[src/rtl/mist1032isa_async_fifo_rd_packer.sv]
// ---------------------------------------------------------------------------
// mist1032isa_async_fifo_rd_packer: packs PACK show-ahead FIFO entries per
// word into a 2-entry valid/busy queue. Option: MIST1032ISA_ASYNC_FIFO_RD_PACKER_PARITY_EN
// Revision: 1.0
// ---------------------------------------------------------------------------
`default_nettype none

module mist1032isa_async_fifo_rd_packer #(
  parameter int N      = 16,
  parameter int PACK   = 2,
  parameter int PACK_N = 1
) (
  input  logic                iCLOCK,
  input  logic                inRESET,
  input  logic                iREMOVE,
  input  logic                iFIFO_EMPTY,
  input  logic [N-1:0]        iFIFO_DATA,
  output logic                oFIFO_RD_EN,
  output logic                oVALID,
  output logic [N*PACK-1:0]   oDATA,
`ifdef MIST1032ISA_ASYNC_FIFO_RD_PACKER_PARITY_EN
  output logic                oPARITY,
`endif
  input  logic                iBUSY,
  output logic                oPARTIAL
);

  localparam int W = N * PACK;
`ifdef MIST1032ISA_ASYNC_FIFO_RD_PACKER_PARITY_EN
  localparam int PW = 1;
`else
  localparam int PW = 0;
`endif
  localparam int EW = W + PW;
  localparam logic [PACK_N-1:0] LAST = PACK_N'(PACK - 1);

  logic [PACK_N-1:0] b_pack_cnt;
  logic [W-1:0]      pack_reg;
  logic [W-1:0]      merged;
  logic [EW-1:0]     push_entry;
  logic [EW-1:0]     q_head;
  logic [EW-1:0]     q_tail;
  logic [1:0]        q_cnt;
  logic              room;
  logic              pop;
  logic              push;
  logic              deq;

  // Room is judged on the registered queue count only, so a same-cycle
  // dequeue never opens a slot for the completing pop.
  assign room        = (b_pack_cnt != LAST) || (q_cnt != 2'd2);
  assign pop         = inRESET && !iFIFO_EMPTY && !iREMOVE && room;
  assign push        = pop && (b_pack_cnt == LAST);
  assign deq         = (q_cnt != 2'd0) && !iBUSY;
  assign oFIFO_RD_EN = pop;

  always_comb begin
    merged = pack_reg;
    merged[int'(b_pack_cnt)*N +: N] = iFIFO_DATA;
  end

`ifdef MIST1032ISA_ASYNC_FIFO_RD_PACKER_PARITY_EN
  assign push_entry = {^merged, merged};
  assign oPARITY    = q_head[EW-1];
`else
  assign push_entry = merged;
`endif

  assign oVALID   = (q_cnt != 2'd0);
  assign oDATA    = q_head[W-1:0];
  assign oPARTIAL = (b_pack_cnt != '0);

  always_ff @(posedge iCLOCK or negedge inRESET) begin
    if (!inRESET) begin
      b_pack_cnt <= '0;
      pack_reg   <= '0;
      q_cnt      <= 2'd0;
      q_head     <= '0;
      q_tail     <= '0;
    end else if (iREMOVE) begin
      b_pack_cnt <= '0;
      pack_reg   <= '0;
      q_cnt      <= 2'd0;
      q_head     <= '0;
      q_tail     <= '0;
    end else begin
      if (pop) begin
        if (push) begin
          b_pack_cnt <= '0;
          pack_reg   <= '0;
        end else begin
          b_pack_cnt <= b_pack_cnt + 1'b1;
          pack_reg   <= merged;
        end
      end
      // Entries beyond q_cnt are kept at zero so the head reads 0 when idle.
      case ({push, deq})
        2'b10: begin
          if (q_cnt == 2'd0) q_head <= push_entry;
          else               q_tail <= push_entry;
          q_cnt <= q_cnt + 2'd1;
        end
        2'b01: begin
          q_head <= q_tail;
          q_tail <= '0;
          q_cnt  <= q_cnt - 2'd1;
        end
        2'b11: begin
          if (q_cnt == 2'd1) begin
            q_head <= push_entry;
          end else begin
            q_head <= q_tail;
            q_tail <= push_entry;
          end
        end
        default: ;
      endcase
    end
  end

endmodule

`default_nettype wire
[config.mk]
export PLATFORM = sky130hd
export DESIGN_NAME = mist1032isa_async_fifo_rd_packer
export DESIGN_NICKNAME = d
export VERILOG_FILES = /design/src/rtl/mist1032isa_async_fifo_rd_packer.sv
export SDC_FILE = /design/constraint.sdc
export NUM_CORES = 1
export LEC_CHECK = 0
export ABC_AREA = 1
export CELL_PAD_IN_SITES_DETAIL_PLACEMENT = 0
export CELL_PAD_IN_SITES_GLOBAL_PLACEMENT = 1
export CORE_MARGIN = 8
export CORE_UTILIZATION = 37
export DETAILED_ROUTE_END_ITERATION = 8
export HOLD_SLACK_MARGIN = 0.1
export PLACE_DENSITY = 0.74
export SYNTH_ARGS = -nofsm -noshare
export SYNTH_HDL_FRONTEND = slang
export SYNTH_SLANG_ARGS = --single-unit
[constraint.sdc]
create_clock -name iCLOCK -period 1.61 [get_ports iCLOCK]
set_input_delay 0.161 -clock iCLOCK [delete_from_list [all_inputs] [get_ports iCLOCK]]
set_output_delay 0.161 -clock iCLOCK [all_outputs]
set_load 0.005 [all_outputs]
# [Word level (Yosys, flattened, before mapping)]
# Cells that the tools add are included.
# Widths: inputs -> output; s select.
[word_totals] reg_bits=99 inputBits=21 word_cells=53
[op_classes] n_addsub=4 n_eq_ne=8 n_shift=2 muxes=17 bitwise=1 n_reduce_logical=16
[ops] op="$mux 32" count=9
[ops] op="$pmux 32 s3" count=2
[ops] op="$neg 5->33" count=1
[ops] op="$shift 16x33->32 const A" count=1
[ops] op="$shiftx 16x33->32" count=1
[ops] op="$bwmux 32" count=1
[ops] op="$ne 3x3->1 const B" count=3
[ops] op="$logic_and 1x1->1" count=5
[ops] op="$eq 2x1->1 const B" count=2
[ops] op="$eq 2x2->1 const B" count=2
[ops] op="$pmux 2 s2" count=1
[ops] op="$reduce_bool 2->1" count=2
[ops] op="$reduce_bool 4->1" count=1
[ops] op="$logic_not 1->1" count=3
[ops] op="$mux 1" count=3
[ops] op="$reduce_and 3->1" count=1
[ops] op="$reduce_bool 3->1" count=1
[ops] op="$add 2x1->2 const B" count=1
[ops] op="$logic_not 2->1" count=1
[ops] op="$mux 2" count=1
[ops] op="$ne 2x2->1 const B" count=1
[ops] op="$reduce_and 2->1" count=1
[ops] op="$sub 2x1->2 const B" count=1
[ops] op="$add 1x1->1 const B" count=1
[ops] op="2 further kinds" count=2

# [Longest topological paths before layout]
# Gate-level depths: netlist (run 1).
[logic_depth] depth_word=8 mapped_depth=10

# [Worst setup path after synthesis (run 1)]
# OpenSTA, ideal clock, no wires.
[synth_path] kind="register to register" start="register q_cnt[0]" end="register q_head[21] (netlist: oDATA[21])" setup_time_ns=0.121 arrival_time_ns=1.560 setup_slack_ns=-0.071 stages_incl_launch_ff=9 n_path_buf=2 period_less_slack_ns=1.681 cell_sequence="dfrtp_1 > inv_1 > ha_1 > nor2_2 > buf_2 > clkbuf_1 > nand3_1 > nand2_1 > o21ai_1"
[synth_via] elab_chain_cells=7 word_cells_on_any_way=17
[synth_rtl] item="start, declared" line="43" source="logic [1:0] q_cnt;"
[synth_rtl] item="start signal, assigned" line="101" source="q_cnt <= q_cnt + 2'd1;"
[synth_rtl] item="start signal, assigned" line="106" source="q_cnt <= q_cnt - 2'd1;"
[synth_rtl] item="$ne 2x2->1" line="51" source="assign room = (b_pack_cnt != LAST) || (q_cnt != 2'd2);"
[synth_rtl] item="$logic_or 1x1->1" line="51"
[synth_rtl] item="$logic_and 1x1->1" line="52" source="assign pop = inRESET && !iFIFO_EMPTY && !iREMOVE && room;"
[synth_rtl] item="$logic_and 1x1->1" line="53" source="assign push = pop && (b_pack_cnt == LAST);"
[synth_rtl] item="$eq 2x2->1 / $eq 2x1->1 (equally long branches)" line="97" source="case ({push, deq})"
[synth_rtl] item="$pmux 32 s3, or another cell as far along" line="97"
[synth_rtl] item="$mux 32 / $reduce_and 2->1 (equally long branches)"
[synth_rtl] item="end signal, assigned" line="99" source="if (q_cnt == 2'd0) q_head <= push_entry;"
[synth_rtl] item="end signal, assigned" line="104" source="q_head <= q_tail;"
[synth_rtl] item="end signal, assigned" line="110" source="q_head <= push_entry;"
[synth_rtl] item="end, declared" line="41" source="logic [EW-1:0] q_head;"
# Parallel ways exist; a longest one is shown, timed or not.
# A chain may end at the register's enable or synchronous reset.

# [Final worst setup path (run 1)]
[layout_path] start="register q_cnt[1]" end="register q_tail[31]"
[layout_via] elab_chain_cells=7 word_cells_on_any_way=17
[layout_rtl] item="$ne 2x2->1" line="51"
[layout_rtl] item="$logic_or 1x1->1" line="51"
[layout_rtl] item="$logic_and 1x1->1" line="52"
[layout_rtl] item="$logic_and 1x1->1" line="53"
[layout_rtl] item="$eq 2x2->1 / $eq 2x1->1 (equally long branches)" line="97"
[layout_rtl] item="$ne 3x3->1 (no source line), or another cell as far along"
[layout_rtl] item="$reduce_and 3->1 (no source line) / $mux 32 (equally long branches)"
[layout_rtl] item="end signal, assigned" line="100" source="else q_tail <= push_entry;"
[layout_rtl] item="end signal, assigned" line="113" source="q_tail <= push_entry;"
[layout_rtl] item="end, declared" line="42" source="logic [EW-1:0] q_tail;"
# Parallel ways exist; a longest one is shown, timed or not.

==> results of run 1 <==
==> report_power, final <==
| part | switching (W) | leakage (nW) | total [W] | internal, W |
|---|---|---|---|---|
| Combinational | 0.00297 | 2.36 | 0.00534 | 0.00237 |
| Sequential | 0.000300 | 1.34 | 0.00326 | 0.00296 |
| Clock | 0.00101 | 0.135 | 0.00214 | 0.00113 |
==> per-stage QoR <==
stage / hold WS, ns / utilization / cells / worst slack, ns / power [W]
finish: 0.440 / 0.502 / 1153 / -0.0739 / 0.0108
global route: 0.498 / 0.502 / 1153 / -0.133 / 0.0115
CTS: 0.445 / 0.493 / 1154 / -0.0734 / 0.0105
detailed placement: 0.290 / 0.449 / 1116 / -0.196 / 0.00783
global placement: 0.289 / 0.449 / 1116 / -0.155 / 0.00775
floorplan: -0.135 / - / 851 / 0.0160 / 0.00584
==> cell families after synthesis <==
logic type	Yosys count	synth area share
fa+ha+maj	3	0.00648
flops	99	0.428
buf+inv	153	0.108
simple gates	485	0.362
compound gates	111	0.0959
==> layer usage <==
metal  vias up  part of all wire
li1       2890                 -
met1      2852              0.45
met2       125              0.48
met3        31             0.040
met4         0             0.027
met5         -                 0
==> tightest hold or removal path, stage by stage <==
cell	delay [ns]
dlygate4sd3_1	0.52
buf_4	0.15
buf_4	0.39
==> cell type report <==
cell class | instances | area (sq um)
multi-input combinational | 599 | 2850
tap | 211 | 264
fill | 1503 | 7600
timing repair buffer | 136 | 1440
inverter | 92 | 353
clock buffer | 12 | 256
clock inverter | 4 | 25.0
sequential | 99 | 2480
==> timing repair <==
action	4_1_cts	5_1_grt
setup buffers	19	2
setup endpoints to repair	64	102
resized for setup	52	61
hold buffers	1	0
hold endpoints to repair	31	0
pin swaps	8	16
gates cloned	3	5
==> how the worst max path moves through the flow <==
stage	to	depth (start not counted)	slack (ns)
after floorplan	oDATA[5]	8	0.02
after global placement	q_tail[9]	9	-0.16
after detailed placement	q_tail[15]	10	-0.20
after CTS	q_tail[8]	11	-0.07
after global routing	q_tail[17]	10	-0.13
final	q_tail[31]	10	-0.07
==> cells in the final DEF, fill, tap and decap left out, drive strengths merged <==
cell type and instances:
dlygate4sd3 1, ha 3, nand2 278, o21ai 109, inv 92, nand3 178, buf 78, dfrtp 99
clkinv 2, clkdlybuf4s50 52, nor2 25, clkbuf 17, and2 2, nand4 2, clkinvlp 2, a21oi 2
==> summary.txt, run 1 <==
CP peak stage delay -> 0.41 ns
Drt total wl -> 19.7 mm
Final Hold Vio Count -> 0
Root Driver -> clkbuf_16
Critical Path AT -> 1.92 ns
Share of layout cells above drive strength 1 -> 0.154
Vias in the first global route -> 5860
# DRC -> 0
Die Y -> 141 um
Vias/cell -> 5.12
Asr flop ratio synth -> 1.00
Avg Cell Area, Syn -> 6.81 sq um
Fin. max-slew vios -> 0
Synth Register Bits -> 99
Crit path launch -> q_cnt[1]
CTS Buf Count -> 9
Final setup TNS -> -0.890 ns
Worst-case clock buffer depth -> 2
Fin area -> 7660 sq um
Critical Path End Type -> flop
Most common library cells after synthesis -> nand2_1, nand3_1, dfrtp_1
GRT met1 Usage -> 0.256
Antenna violations before repair -> 0
Grt peak-use layer -> met2
CP Class -> reg -> reg
RSZ-0062 raised after global routing -> true
GR Util met3 -> 0.0243
Worst r2r dst -> q_tail[31]
Drt initial violations -> 450
CTS tree -> built
Horiz. Die Dim -> 141 um
Largest net degree at the start of global routing -> 69
M2 GR Usage -> 0.329
PwrDens -> 1400 nW/um^2
Mapped Cells -> 851
Final min period -> 1.68 ns
FP Rows -> 45
Clock Skews -> 0.0133 ns
Max Clk Rate -> 594 MHz
Yosys cell types -> 21
Area Growth Syn to Fin -> 32.3%
DP HPWL -> 13.0 mm
CP max FO -> 5
Most common cell on crit path -> nand2_4
Final net count -> 961
Dominant synthesized flop cell -> dfrtp_1
Top-area cell type share of the netlist area -> 0.428
Peak VDD IR -> 0.585 mV
Most frequent cell after synthesis -> nand2_1
Vias -> 5898
Post-DP Area -> 6860 sq um
Worst reg-to-reg path cell count -> 10
Final setup viols -> 28
Mapped Area -> 5790 sq um
Clock latency on the worst-skew pair -> 0.36 ns
Setup ws final -> -0.0739 ns
Gr ovfl total -> 0
Synth area leader -> dfrtp_1
Syn_nets -> 875
R2r setup slk -> -0.07 ns
Inserted Diodes -> 0
Register area share after synthesis -> 0.428
Total track usage -> 0.198
Crit path cell chain -> buf_6 -> ha_4 -> nand2_4 -> nand4_4 -> nor2_4 -> nand2_2 -> nand2_4 -> buf_8 -> clkbuf_16 -> o21ai_1
DRT antenna net count -> 0
Worst Path Buf+Inv -> 3
Port Buffers -> 55
Max-Cap Viols -> 0
Die Footprint -> 19900 sq um
H-tree Lvls -> 3
WL/cell -> 17.1 um
Clock-pin slew on the worst setup and hold paths -> 0.08 ns
CP max stage cell -> dfrtp_1
EDFF count, synth -> 0
Routability congestion estimate -> 0.837
Ys Warns -> 0
Startpoint types -> flop
Critical Path RT -> 1.85 ns
Top cells by area, synth -> dfrtp_1, nand2_1, nand3_1, inv_1, o21ai_0
Max-slew headroom -> 0.375
Worst-Margin Slew -> 0.938 ns
Clock tree sinks -> 99
P_leak -> 3.83 nW
Part of the cycle the worst path needs -> 1.05
Delay-heaviest family, CP -> simple AND/OR/NAND/NOR gates
First-pass GRT wire length -> 31.3 mm
RR Startpoint -> q_cnt[1]
Hold Path Class -> in -> async
Total core area -> 15300 sq um
DR pass1 iterations -> 5
# IOs -> 56
Failing checks -> setup timing
Result of the run -> finished, violations left
Initial Utilization -> 0.380
Note: power is estimated with default switching activity, not from simulation.
==> inputs of run 2 (changes only) <==
--- a/constraint.sdc
+++ b/constraint.sdc
@@ -3,2 +3,2 @@
 set_output_delay 0.161 -clock iCLOCK [all_outputs]
-set_load 0.005 [all_outputs]
+set_load 0.02 [all_outputs]
==> summary.txt, run 2 (synthesized netlist as in run 1, its figures left out) <==
Inserted Diodes -> 0
WL/cell -> 17.7 um
Most common cell on crit path -> nor2_4
Clock-pin slew on the worst setup and hold paths -> 0.07 ns
Result of the run -> finished, violations left
Max-slew headroom -> 0.598
Total track usage -> 0.193
Multi-input logic area -> 3080 sq um
FP Rows -> 45
Sequential power share -> 0.279
Fin. max-slew vios -> 0
Antenna violations before repair -> 0
Final setup viols -> 35
Critical Path AT -> 1.89 ns
Register area -> 2480 sq um
Drt initial violations -> 517
Vias in the first global route -> 5516
Failing checks -> setup timing
DP HPWL -> 12.8 mm
Fin area -> 8120 sq um
DP Cell Count -> 1116
Share of layout cells above drive strength 1 -> 0.210
CP max stage cell -> dfrtp_1
DRT antenna net count -> 0
Sw frac -> 0.415
# IOs -> 56
Hold Path Class -> in -> async
Final Hold Vio Count -> 0
Delay-heaviest family, CP -> simple AND/OR/NAND/NOR gates
CP peak stage delay -> 0.41 ns
CP max FO -> 7
CTS tree -> built
PwrDens -> 1450 nW/um^2
CP Class -> reg -> reg
Horiz. Die Dim -> 141 um
Largest net degree at the start of global routing -> 95
Worst Path Buf+Inv -> 3
Total core area -> 15300 sq um
Die Footprint -> 19900 sq um
Final setup TNS -> -0.481 ns
Vias/cell -> 5.22
Internal power -> 0.00691 W
First-pass GRT wire length -> 30.2 mm
Worst-case clock buffer depth -> 2
Max Clk Rate -> 605 MHz
P_leak -> 4.04 nW
RSZ-0062 raised after global routing -> true
Crit path cell chain -> inv_2 -> ha_4 -> nor2_4 -> buf_6 -> nor2_4 -> nand2_8 -> clkbuf_16 -> nand2_2 -> o21ai_1
Setup ws final -> -0.0418 ns
Port Buffers -> 55
Clock latency on the worst-skew pair -> 0.36 ns
Final net count -> 965
Critical Path End Type -> flop
Worst-Margin Slew -> 0.603 ns
Peak VDD IR -> 0.617 mV
Comb power frac -> 0.513
Post-DP Area -> 6870 sq um
DR pass1 iterations -> 5
Die Y -> 141 um
Final Instance Count excl. Fillers -> 1157
Startpoint types -> flop
Root Driver -> clkbuf_16
# DRC -> 0
H-tree Lvls -> 3
Initial Utilization -> 0.380
Gr ovfl total -> 0
Routability congestion estimate -> 0.840
Part of the cycle the worst path needs -> 1.03
Clock Skews -> 0.0119 ns
Final min period -> 1.65 ns
Switching power -> 0.00489 W
Vias -> 6035
Max-Cap Viols -> 0
Critical Path RT -> 1.85 ns
Clock tree sinks -> 99
Area Growth Syn to Fin -> 40.2%
CTS Buf Count -> 9
Drt total wl -> 20.5 mm
Most frequent cells in the layout -> nand2_1, nand3_1, dfrtp_1
Most common cell after layout, fill and taps aside -> nand2_1
Clk pwr share -> 0.209
Filler cell count -> 1481
run 2: per-layer routing:
layer / share of wire / GRT usage / wire length [um]
met2: 0.49 / 0.320 / 10000
met4: 0.020 / 0.0650 / 402
met3: 0.058 / 0.0260 / 1180
met5: 0 / 0 / 0
met1: 0.43 / 0.252 / 8880
run 2: stage by stage:
stage | total power [W] | hold WS, ns | setup slack (ns) | util
after floorplan | 0.00615 | -0.135 | 0.0160 | -
after global placement | 0.00810 | 0.00415 | -0.187 | 0.450
after detailed placement | 0.00815 | 0.00526 | -0.195 | 0.450
after CTS | 0.0108 | 0.161 | -0.0799 | 0.483
after global routing | 0.0125 | 0.178 | -0.107 | 0.532
final | 0.0118 | 0.167 | -0.0418 | 0.532
run 2: worst paths after layout:
check | from | to | slack, ns | cells after the start
min in group iCLOCK | iFIFO_DATA[1] | pack_reg[1] | 0.49 | 3
hold / removal | inRESET | oPARTIAL | 0.17 | 2
max in group asynchronous | inRESET | q_tail[6] | 0.67 | 3
hold reg to reg | q_tail[6] | q_tail[6] | 0.49 | 2
setup reg to reg | q_cnt[1] | oDATA[5] | -0.04 | 9
setup / recovery | q_cnt[1] | oDATA[5] | -0.04 | 9
run 2: final cells by class:
class / instances / area share
clock inverter: 7 / 0.0122
timing repair buffer: 140 / 0.200
multi-input combinational: 599 / 0.379
sequential: 99 / 0.305
tap: 211 / 0.0325
inverter: 92 / 0.0431
clock buffer: 9 / 0.0277
run 2: what timing repair did:
| action | 4_1_cts | 5_1_grt |
|---|---|---|
| resized for setup | 27 | 163 |
| setup endpoints to repair | 69 | 85 |
| setup buffers | 4 | 8 |
| pin swaps | 5 | 52 |
| hold buffers | 1 | 0 |
| endpoints found under the hold margin | 99 | 0 |
| gates cloned | 2 | 11 |
run 2: power by group through the flow:
stage | Sequential, W | Combinational (W) | Clock [W]
final | 0.00329 | 0.00605 | 0.00246
after global routing | 0.00334 | 0.00656 | 0.00257
after CTS | 0.00326 | 0.00507 | 0.00246
after detailed placement | 0.00330 | 0.00485 | 0
after global placement | 0.00328 | 0.00482 | 0
after floorplan | 0.00354 | 0.00261 | 0
